==> config.mk <==
export PLATFORM = sky130hd
export DESIGN_NAME = ok_buffered_pipe_out
export DESIGN_NICKNAME = d
export VERILOG_FILES = /design/src/rtl/ok_buffered_pipe_out_pkg.sv /design/src/rtl/ok_buffered_pipe_out_fifo.sv /design/src/rtl/ok_buffered_pipe_out.sv
export SDC_FILE = /design/constraint.sdc
export NUM_CORES = 1
export LEC_CHECK = 0
export BUFFER_PORTS_ARGS = -buffer_cell sky130_fd_sc_hd__buf_2
export CORE_MARGIN = 2
export CORE_UTILIZATION = 30
export DETAILED_ROUTE_END_ITERATION = 12
export PLACE_DENSITY = 0.52
export SYNTH_ARGS = -nofsm -noshare
export SYNTH_HDL_FRONTEND = slang
export SYNTH_SLANG_ARGS = --single-unit
==> constraint.sdc <==
create_clock -name ti_clock -period 5 [get_ports ti_clock]
set_input_delay 0.5 -clock ti_clock [delete_from_list [all_inputs] [get_ports ti_clock]]
set_output_delay 0.5 -clock ti_clock [all_outputs]
set_load 0.01 [all_outputs]
==> src/rtl/ok_buffered_pipe_out_pkg.sv <==
// Shared host-bus constants and helpers for the ok_* pipe endpoints.
// Address windows are reused by the pipe-in endpoint range check.
`default_nettype none
package ok_buffered_pipe_out_pkg;

  localparam int TI_DATA_W = 16;
  localparam int TI_ADDR_W = 8;

  localparam logic [TI_ADDR_W-1:0] PIPEIN_ADDR_MIN  = 8'h80;
  localparam logic [TI_ADDR_W-1:0] PIPEIN_ADDR_MAX  = 8'h9F;
  localparam logic [TI_ADDR_W-1:0] PIPEOUT_ADDR_MIN = 8'hA0;
  localparam logic [TI_ADDR_W-1:0] PIPEOUT_ADDR_MAX = 8'hBF;

  typedef enum logic [1:0] {
    OCC_EMPTY       = 2'd0,
    OCC_PARTIAL     = 2'd1,
    OCC_BLOCK_READY = 2'd2,
    OCC_FULL        = 2'd3
  } occ_state_e;

  function automatic logic in_pipeout_range(input logic [TI_ADDR_W-1:0] addr);
    return (addr >= PIPEOUT_ADDR_MIN) && (addr <= PIPEOUT_ADDR_MAX);
  endfunction

endpackage
`default_nettype wire

==> src/rtl/ok_buffered_pipe_out_fifo.sv <==
// Single-clock first-word-fall-through FIFO; the caller guarantees push/pop legality.
// Storage is not reset, only pointers and occupancy.
`default_nettype none
module ok_pipe_fifo #(
  parameter int WIDTH      = 16,
  parameter int DEPTH_LOG2 = 4
) (
  input  logic                  clk,
  input  logic                  rst_n,
  input  logic                  i_push,
  input  logic                  i_pop,
  input  logic [WIDTH-1:0]      i_wdata,
  output logic [WIDTH-1:0]      o_head,
  output logic [DEPTH_LOG2:0]   o_count
);

  localparam int DEPTH = 1 << DEPTH_LOG2;

  logic [WIDTH-1:0]      r_mem [DEPTH];
  logic [DEPTH_LOG2-1:0] r_wr_ptr;
  logic [DEPTH_LOG2-1:0] r_rd_ptr;
  logic [DEPTH_LOG2:0]   r_count;

  always_ff @(posedge clk) begin
    if (i_push) r_mem[r_wr_ptr] <= i_wdata;
  end

  // Pointers wrap naturally at their DEPTH_LOG2 width.
  always_ff @(posedge clk or negedge rst_n) begin
    if (!rst_n) begin
      r_wr_ptr <= '0;
      r_rd_ptr <= '0;
      r_count  <= '0;
    end else begin
      if (i_push) r_wr_ptr <= r_wr_ptr + 1'b1;
      if (i_pop)  r_rd_ptr <= r_rd_ptr + 1'b1;
      case ({i_push, i_pop})
        2'b10:   r_count <= r_count + 1'b1;
        2'b01:   r_count <= r_count - 1'b1;
        default: r_count <= r_count;
      endcase
    end
  end

  assign o_head  = r_mem[r_rd_ptr];
  assign o_count = r_count;

endmodule
`default_nettype wire

==> src/rtl/ok_buffered_pipe_out.sv <==
// Device-to-host output pipe endpoint: user pushes words, host pops them by address.
// Data bus is zero when not addressed so it can be wire-OR'd with other endpoints.
`default_nettype none
module ok_buffered_pipe_out
  import ok_buffered_pipe_out_pkg::*;
#(
  parameter logic [TI_ADDR_W-1:0] EP_ADDR     = 8'hA0,
  parameter int                   DEPTH_LOG2  = 4,
  parameter int                   BLOCK_WORDS = 8
) (
  input  logic                  ti_clock,
  input  logic                  ti_reset_n,
  input  logic [TI_ADDR_W-1:0]  ti_addr,
  input  logic                  ti_read,
  output logic [TI_DATA_W-1:0]  ok_dataout,
  output logic                  ok_ready,
  input  logic                  ep_write,
  input  logic [TI_DATA_W-1:0]  ep_datain,
  output logic                  ep_full,
  output logic [DEPTH_LOG2:0]   ep_count,
  output logic                  ep_read,
  output logic                  err_under,
  output logic                  err_over
);

  localparam int DEPTH = 1 << DEPTH_LOG2;
  localparam logic [DEPTH_LOG2:0] C_FULL  = (DEPTH_LOG2+1)'(DEPTH);
  localparam logic [DEPTH_LOG2:0] C_BLOCK = (DEPTH_LOG2+1)'(BLOCK_WORDS);

  if (!in_pipeout_range(EP_ADDR)) begin : g_bad_ep_addr
    $fatal(1, "ok_buffered_pipe_out: EP_ADDR outside 0xA0..0xBF");
  end
  if (DEPTH_LOG2 < 2 || DEPTH_LOG2 > 10) begin : g_bad_depth
    $fatal(1, "ok_buffered_pipe_out: DEPTH_LOG2 outside 2..10");
  end
  if (BLOCK_WORDS < 1 || BLOCK_WORDS > DEPTH) begin : g_bad_block
    $fatal(1, "ok_buffered_pipe_out: BLOCK_WORDS outside 1..depth");
  end

  logic                  w_hit;
  logic                  w_empty;
  logic                  w_full;
  logic                  w_pop;
  logic                  w_push;
  logic [TI_DATA_W-1:0]  w_head;
  logic [DEPTH_LOG2:0]   w_count;
  logic                  r_ep_read;
  logic                  r_err_under;
  logic                  r_err_over;

  assign w_hit   = (ti_addr == EP_ADDR);
  assign w_empty = (w_count == '0);
  assign w_full  = (w_count == C_FULL);
  assign w_pop   = ti_read && w_hit && !w_empty;
  // A pop at full frees the slot this same edge, so the push is still accepted.
  assign w_push  = ep_write && (!w_full || w_pop);

  ok_pipe_fifo #(
    .WIDTH      (TI_DATA_W),
    .DEPTH_LOG2 (DEPTH_LOG2)
  ) u_fifo (
    .clk     (ti_clock),
    .rst_n   (ti_reset_n),
    .i_push  (w_push),
    .i_pop   (w_pop),
    .i_wdata (ep_datain),
    .o_head  (w_head),
    .o_count (w_count)
  );

  always_ff @(posedge ti_clock or negedge ti_reset_n) begin
    if (!ti_reset_n) begin
      r_ep_read   <= 1'b0;
      r_err_under <= 1'b0;
      r_err_over  <= 1'b0;
    end else begin
      r_ep_read <= w_pop;
      if (ti_read && w_hit && w_empty)   r_err_under <= 1'b1;
      if (ep_write && w_full && !w_pop)  r_err_over  <= 1'b1;
    end
  end

  assign ok_dataout = (w_hit && !w_empty) ? w_head : '0;
  assign ok_ready   = w_hit && (w_count >= C_BLOCK);
  assign ep_full    = w_full;
  assign ep_count   = w_count;
  assign ep_read    = r_ep_read;
  assign err_under  = r_err_under;
  assign err_over   = r_err_over;

endmodule
`default_nettype wire

; ---- Word-level counts from Yosys, hierarchy flattened
; Memories as Yosys holds them, arrays and structs flattened.
; Cells that the tools add are included.
[word_totals]
elab_cells = 34
in_bits = 28
mem_count = 1
ff_bits = 16
ramBits = 256
[op_classes]
reduce_logical = 14
magnitude_cmp = 1
addsub = 4
n_eq_ne = 4
n_mux = 4
[mem_list]
columns = name, words, width, read_ports, rd_ports_with_merged_regs, write_ports, line
row1 = u_fifo.r_mem, 16, 16, 1, 0, 1, ok_buffered_pipe_out_fifo.sv:19  ; logic [WIDTH-1:0] r_mem [DEPTH];
[op_table]
columns = op, n
row1 = $mux 16, 1
row2 = $pmux 5 s2, 1
row3 = $add 4x1->4 const B, 2
row4 = $eq 8x8->1 const B, 1
row5 = $logic_and 1x1->1, 8
row6 = $add 5x1->5 const B, 1
row7 = $eq 5x5->1 const B, 1
row8 = $ge 5x4->1 const B, 1
row9 = $logic_not 5->1, 1
row10 = $sub 5x1->5 const B, 1
row11 = $logic_not 1->1, 3
row12 = $eq 2x1->1 const B, 1
row13 = $eq 2x2->1 const B, 1
row14 = $mux 1, 2
row15 = $reduce_bool 2->1, 1
row16 = $logic_or 1x1->1, 1

; ---- Logic depth before layout (Yosys ltp)
; Gate-level depths: netlist of run 1.
[logic_depth]
ltp_word = 7
depth_mapped = 13

; ---- Modules after synthesis
; From an unflattened synthesis of run 1, not the netlist that was laid out.
[hier_totals]
hier_cells = 514
area_unflattened_um2 = 10749.1
[modules_own_cells]
columns = module, instances, area_per_inst_um2, cells_each
row1 = ok_pipe_fifo, 1, 10428.8, 481
row2 = ok_buffered_pipe_out, 1, 320.3, 33

; ---- Worst setup path before layout of run 1
; No wires, ideal clock.
[synth_path]
path_kind = reg-to-reg
startpoint = reg u_fifo.r_count[2] (netlist: u_fifo.o_count[2])
endpoint = reg u_fifo.r_count[4] (netlist: u_fifo.o_count[4])
required_ns = 4.865
setup_slack_ns = 1.865
period_less_slack_ns = 3.135
path_stages_with_launch = 13
n_path_buf = 2
t_arrival_ns = 3.000
path_cell_list = dfrtp_1 -> buf_6 -> or4_4 -> a311oi_4 -> nand2b_4 -> ha_1 -> clkbuf_1 -> xor2_1 -> ha_1 -> o211a_1 -> or4_1 -> o211ai_1 -> a211oi_1
[synth_via]
elab_chain_cells = 7
elab_cells_between_ends = 13
cone_classes = add/sub (2) / eq/ne (3) / mux (1) / reduce/logical (7)
[synth_rtl]
columns = item, line
row1 = "start, declared", ok_buffered_pipe_out_fifo.sv:22  ; logic [DEPTH_LOG2:0] r_count;
row2 = "start signal, assigned", ok_buffered_pipe_out_fifo.sv:38  ; 2'b10: r_count <= r_count + 1'b1;
row3 = "start signal, assigned", ok_buffered_pipe_out_fifo.sv:39  ; 2'b01: r_count <= r_count - 1'b1;
row4 = "start signal, assigned", ok_buffered_pipe_out_fifo.sv:40  ; default: r_count <= r_count;
row5 = $logic_not 5->1, ok_buffered_pipe_out.sv:52  ; assign w_empty = (w_count == '0);
row6 = $logic_not 1->1, ok_buffered_pipe_out.sv:54  ; assign w_pop = ti_read && w_hit && !w_empty;
row7 = $logic_and 1x1->1, ok_buffered_pipe_out.sv:54
row8 = $logic_or 1x1->1, ok_buffered_pipe_out.sv:56  ; assign w_push = ep_write && (!w_full || w_pop);
row9 = $logic_and 1x1->1, ok_buffered_pipe_out.sv:56
row10 = $eq 2x1->1 or $eq 2x2->1 (tied branches), ok_buffered_pipe_out_fifo.sv:37  ; case ({i_push, i_pop})
row11 = $pmux 5 s2 or $reduce_bool 2->1 (tied branches), --
; Several ways; a longest one is shown, not always the timed one.
; A chain may end at the register's enable or synchronous reset.

; ---- Worst setup path in the final report of run 1
[layout_path]
startpoint = reg u_fifo.r_rd_ptr[1]
endpoint = out ok_dataout[9]
[layout_via]
elab_chain_cells = 2
[layout_rtl]
columns = item, line
row1 = "start, declared", ok_buffered_pipe_out_fifo.sv:21  ; logic [DEPTH_LOG2-1:0] r_rd_ptr;
row2 = "start signal, assigned", ok_buffered_pipe_out_fifo.sv:36  ; if (i_pop) r_rd_ptr <= r_rd_ptr + 1'b1;
row3 = $mem_v2 16x16, --
row4 = $mux 16, ok_buffered_pipe_out.sv:83  ; assign ok_dataout = (w_hit && !w_empty) ? w_head : '0;
row5 = "end, declared", ok_buffered_pipe_out.sv:15  ; output logic [TI_DATA_W-1:0] ok_dataout,
; Every way passes these cells.

==> flow_metrics.tcl, run 1 <==
set metrics [dict create \
    synth_cells 513 \
    synth_top_area_cell "edfxtp_1" \
    yosysTopAreaCellShare 0.711 \
    final_nets 627 \
    hpwl_um 13200 \
    final_area_mm2 0.0126 \
    status "completed" \
    cts-buffers-inserted 28 \
    synth_seq_cells 272 \
    fin_worst_skew_ns 0.0115 \
    critPathMaxFanout 36 \
    dpl_cell_area_mm2 0.0117 \
    postCtsSetupBuffers 0 \
    routabilityCongestion 0.783 \
    r2r_slack_ns 1.71 \
    layout-drive-gt1-share 0.334 \
    cts_tree "yes" \
    hold_path_class "input port to flip-flop" \
    seqCellArea_mm2 0.00809 \
    io_pins 54 \
    dieArea_mm2 0.0376 \
    worst-path-buf-inv 2 \
    yosys-top-cells-count "edfxtp_1, mux4_2, mux2i_1" \
    slew_headroom 0.302 \
    grt_max_degree 40 \
    path_clk_slew_ns 0.06 \
    multi_input_area_mm2 0.00262 \
    cts_resized 0 \
    setup_viol 0 \
    clkLatencyLatePin_ns 0.53 \
    ys_seq_area_frac 0.748 \
    netlist_area_mm2 0.0108 \
    drv_slew 0 \
    crit_family "flip-flops" \
    power_density_mw_per_mm2 428 \
    synthFlopType "edfxtp_1" \
    holdWs_ns 0.334 \
    clock.fmax_mhz 294 \
    synth_edf_count 256 \
    slowest_stage "dfrtp_4" \
    totalNegativeSetupSlack_ns 0 \
    hold_viol_final 0 \
    fill_cells 3300 \
    grt_pass1_wl_um 35700 \
    cpPeakStageDelay_ns 0.86 \
    rsz0062_at_grt "no" \
    dp_slack_ns 1.77 \
    end_kind "primary output" \
    ant_nets 0 \
    period_share 0.680 \
    drt-initial-drc-count 518 \
    yosys_warnings 0 \
    worstSetupPathType "flip-flop to primary output" \
    first_pass_iters 4 \
    setup_ws_ns 1.60 \
    rows 69 \
    peakVddDrop_v 0.000321 \
    post_drt_wl_per_cell_um 22.1 \
    required_ns 4.50 \
    die_h_um 194 \
    grt_pass1_vias 5548 \
    area_growth_pct 16.6 \
    diodes 0 \
    root_buffer "clkbuf_16" \
    leakagePower_nw 4.05 \
    cts.sinks 272 \
    grtUsageTotal 0.126 \
    cp_data_arrival_time_ns 2.90 \
    syn_area_per_cell_um2 21.1 \
    h-tree-depth 1 \
    synthArstFlopShare 0.0588 \
    viasPerCell 4.82 \
    initial_core_util 0.304 \
    ys_types 45 \
    routed_wl_um 23600 \
    drcViolationCount 0 \
    final_core_util 0.355 \
    cts_buffer_depth 3 \
    grt.overflow.total 0 \
    worstSetupStartpointType "flip-flop" \
    worstMarginPinSlew_ns 1.05 \
    core_mm2 0.0356 \
    port_buffers 53 \
    yosysMostFrequentCell "edfxtp_1" \
    die_w_um 194 \
    vias 5151 \
    antenna_found_initial 1 \
    worstPathCellList "buf_12 > mux4_2 > mux2i_1 > o22ai_1 > buf_2" \
    synth_fp_nets 550 \
    final.min_clock_period_ns 3.40 \
    synth.area.top_cells "edfxtp_1, mux4_2, dfrtp_1" \
    maxCapViolCount 0 \
]
[final cells by class]
type | count | share of cell area
multi-input combinational | 208 | 0.208
clock inverter | 13 | 0.00863
clock buffer | 34 | 0.0590
inverter | 4 | 0.00119
timing repair buffer | 76 | 0.0359
sequential | 272 | 0.642
tap | 461 | 0.0457
[registers in the layout (all words and copies together), names as in the netlist]
signal / flops
u_fifo.o_count: 5
u_fifo.r_mem: 256
u_fifo.r_rd_ptr: 4
err_under: 1
ep_read: 1
u_fifo.r_wr_ptr: 4
err_over: 1
[cell usage in the layout, fill, tap and decap left out, drive strengths merged, types with 5 or more instances in the layout]
| master | n |
|---|---|
| nand3 | 7 |
| nand2 | 7 |
| edfxtp | 256 |
| clkbuf | 34 |
| xor2 | 5 |
| clkinv | 10 |
| buf | 75 |
| ha | 9 |
| mux4 | 64 |
| nor2 | 23 |
| o22ai | 16 |
| dfrtp | 16 |
| xnor2 | 5 |
| mux2i | 32 |
[metal layers]
| layer | global-route usage | vias to the layer above | wire [um] |
|---|---|---|---|
| li1 | - | 2270 | - |
| met1 | 0.168 | 2738 | 10400 |
| met2 | 0.216 | 104 | 11800 |
| met3 | 0.0170 | 37 | 959 |
| met4 | 0.0379 | 2 | 489 |
| met5 | 0 | - | 13 |
[cell families (layout without fill, tap and decap cells)]
logic type / Yosys count / in the layout / synth area share
AND/OR/NAND/NOR: 59 / 59 / 0.0320
multiplexers: 99 / 99 / 0.166
XOR/XNOR: 10 / 10 / 0.00810
adder cells (fa/ha/maj): 9 / 9 / 0.0104
flip-flops: 272 / 272 / 0.748
AO/OA/AOI/OAI: 31 / 31 / 0.0211
buffers and inverters: 33 / 127 / 0.0143
[report_power, final]
part | internal [W] | total (W) | switching (W) | leakage [nW]
Clock | 0.00115 | 0.00195 | 0.000801 | 0.414
Combinational | 0.000215 | 0.000591 | 0.000376 | 1.12
Sequential | 0.00274 | 0.00286 | 0.000113 | 2.51
Total | 0.00410 | 0.00539 | 0.00129 | 4.05
[through the flow]
step	power, W	instances
after CTS	0.00546	1068
after floorplan	0.00323	513
final	0.00539	1068
after global placement	0.00347	1020
after global routing	0.00562	1068
after detailed placement	0.00351	1020
[path summary, 6_finish.rpt]
kind / to / from / cells past startpoint
setup / recovery: ok_dataout[9] / u_fifo.r_rd_ptr[1] / 5
hold / removal: err_over / ep_write / 2
setup reg to reg: u_fifo.o_count[4] / u_fifo.o_count[2] / 10
hold reg to reg: err_under / err_under / 1
max in group asynchronous: u_fifo.r_rd_ptr[1] / ti_reset_n / 2
min in group asynchronous: u_fifo.o_count[0] / ti_reset_n / 2
[what timing repair did]
action	CTS	global route
hold buffers	1	0
setup endpoints to repair	0	0
endpoints found under the hold margin	16	0
No activity file was read; power rests on OpenSTA's default activity.
==> run 2, diff against run 1 <==
PLACE_DENSITY = 0.53   (was 0.52)
clock period = 3.01 ns   (was 5 ns; I/O delays follow)
==> flow_metrics.tcl, run 2 (synthesis gave the netlist of run 1 again) <==
set metrics [dict create \
    cts_buffer_depth 3 \
    routabilityCongestion 0.743 \
    die_h_um 194 \
    die_w_um 194 \
    drt-initial-drc-count 459 \
    grt_pass1_vias 5615 \
    hold_path_class "input port to flip-flop" \
    cp_data_arrival_time_ns 3.35 \
    hpwl_um 14500 \
    grt.overflow.total 0 \
    io_pins 54 \
    slew_headroom 0.425 \
    leakagePower_nw 4.25 \
    grt_max_degree 37 \
    antenna_found_initial 0 \
    grtUsageTotal 0.129 \
    period_share 0.970 \
    root_buffer "clkbuf_16" \
    cts.sinks 272 \
    cpPeakStageDelay_ns 0.59 \
    slowest_stage "or4_4" \
    vias 5267 \
    setup_viol 0 \
    clock.fmax_mhz 342 \
    fin_worst_skew_ns 0.0137 \
    ant_nets 0 \
    hold_viol_final 0 \
    post_drt_wl_per_cell_um 22.2 \
    worstMarginPinSlew_ns 0.857 \
    end_kind "flip-flop" \
    power_density_mw_per_mm2 713 \
    cts-buffers-inserted 29 \
    final.min_clock_period_ns 2.92 \
    cts_tree "yes" \
    maxCapViolCount 0 \
    critPathMaxFanout 7 \
    path_clk_slew_ns 0.06 \
    drv_slew 0 \
    rsz0062_at_grt "no" \
    regMostFlops "u_fifo.r_mem" \
    status "completed" \
    core_mm2 0.0356 \
    final_nets 658 \
    diodes 0 \
    required_ns 3.44 \
    largest_register_ff_count 256 \
    rows 69 \
    first_pass_iters 4 \
    totalNegativeSetupSlack_ns 0 \
    initial_core_util 0.304 \
    worstPathCellList "or4_4 > a311oi_4 > nand2b_4 > ha_4 > xor2_1 > ha_2 > o211a_1 > or4_1 > o211ai_1 > a211oi_2" \
    final_common_cell "edfxtp_1" \
    p_total_w 0.00925 \
    port_buffers 53 \
    grt_pass1_wl_um 36600 \
    layout-drive-gt1-share 0.375 \
    clkLatencyLatePin_ns 0.56 \
    drcViolationCount 0 \
    routed_wl_um 24400 \
    h-tree-depth 1 \
    mostFrequentLayoutCells "edfxtp_1, mux4_2, buf_2, buf_4, mux2i_1" \
    area_growth_pct 19.8 \
    worstSetupPathType "flip-flop to flip-flop" \
    setup_ws_ns 0.0896 \
    viasPerCell 4.78 \
    dp_slack_ns 0.0773 \
    worstSetupStartpointType "flip-flop" \
    dieArea_mm2 0.0376 \
    peakVddDrop_v 0.000435 \
]
## run 2: final timing paths
check	slack, ns	cells past startpoint	startpoint	end
max	0.09	10	u_fifo.o_count[0]	u_fifo.o_count[4]
min	0.11	1	ep_datain[8]	u_fifo.r_mem[15][8]
max reg2reg	0.09	10	u_fifo.o_count[0]	u_fifo.o_count[4]
min reg2reg	0.46	1	err_under	err_under
max in group asynchronous	2.50	2	ti_reset_n	u_fifo.r_rd_ptr[1]
min in group asynchronous	0.19	2	ti_reset_n	u_fifo.o_count[3]
## run 2: metal layers
| metal | share of wire | vias to the layer above | wire length (um) | GRT usage |
|---|---|---|---|---|
| li1 | - | 2328 | - | - |
| met1 | 0.42 | 2807 | 10400 | 0.166 |
| met2 | 0.52 | 101 | 12800 | 0.230 |
| met3 | 0.034 | 31 | 840 | 0.0179 |
| met4 | 0.018 | 0 | 435 | 0.0340 |
| met5 | 0 | - | 0 | 0 |
## run 2: worst max-delay path, delay by kind of cell (launching register included)
family	cells	cell delay (ns)
flops	1	0.44
simple gates	3	1.20
fa+ha+maj	2	0.36
xor+xnor	1	0.07
compound gates	4	0.72
## run 2: timing repair
| item | in CTS | in global routing |
|---|---|---|
| resized for setup | 0 | 4 |
| pin swaps | 0 | 0 |
| buffers inserted | 1 | 12 |
| hold buffers | 1 | 0 |
| endpoints found under the setup margin | 7 | 2 |
| hold endpoints to repair | 16 | 0 |
## run 2: cell type report
cell class	instances	area [um2]
clock buffer	34	744
sequential	272	8100
clock inverter	16	166
fill	3278	22600
timing repair buffer	106	723
multi-input combinational	208	2640
inverter	4	15.0
tap	461	577
## run 2: power breakdown
part / internal [W] / total (W) / switching, W
Sequential: 0.00456 / 0.00470 / 0.000143
Clock: 0.00202 / 0.00343 / 0.00141
Combinational: 0.000416 / 0.00112 / 0.000699
Total: 0.00699 / 0.00925 / 0.00226
## run 2: through the flow
stage          instance area (um2)  cells  utilization  hold WS (ns)
6_report                     13000   1101        0.364         0.114
5_1_grt                      13000   1101        0.364         0.112
4_1_cts                      12900   1089        0.361        0.0952
3_5_place_dp                 11900   1037        0.335         0.246
3_3_place_gp                 11900   1037        0.335         0.231
2_1_floorplan                10900    513            -       0.00541
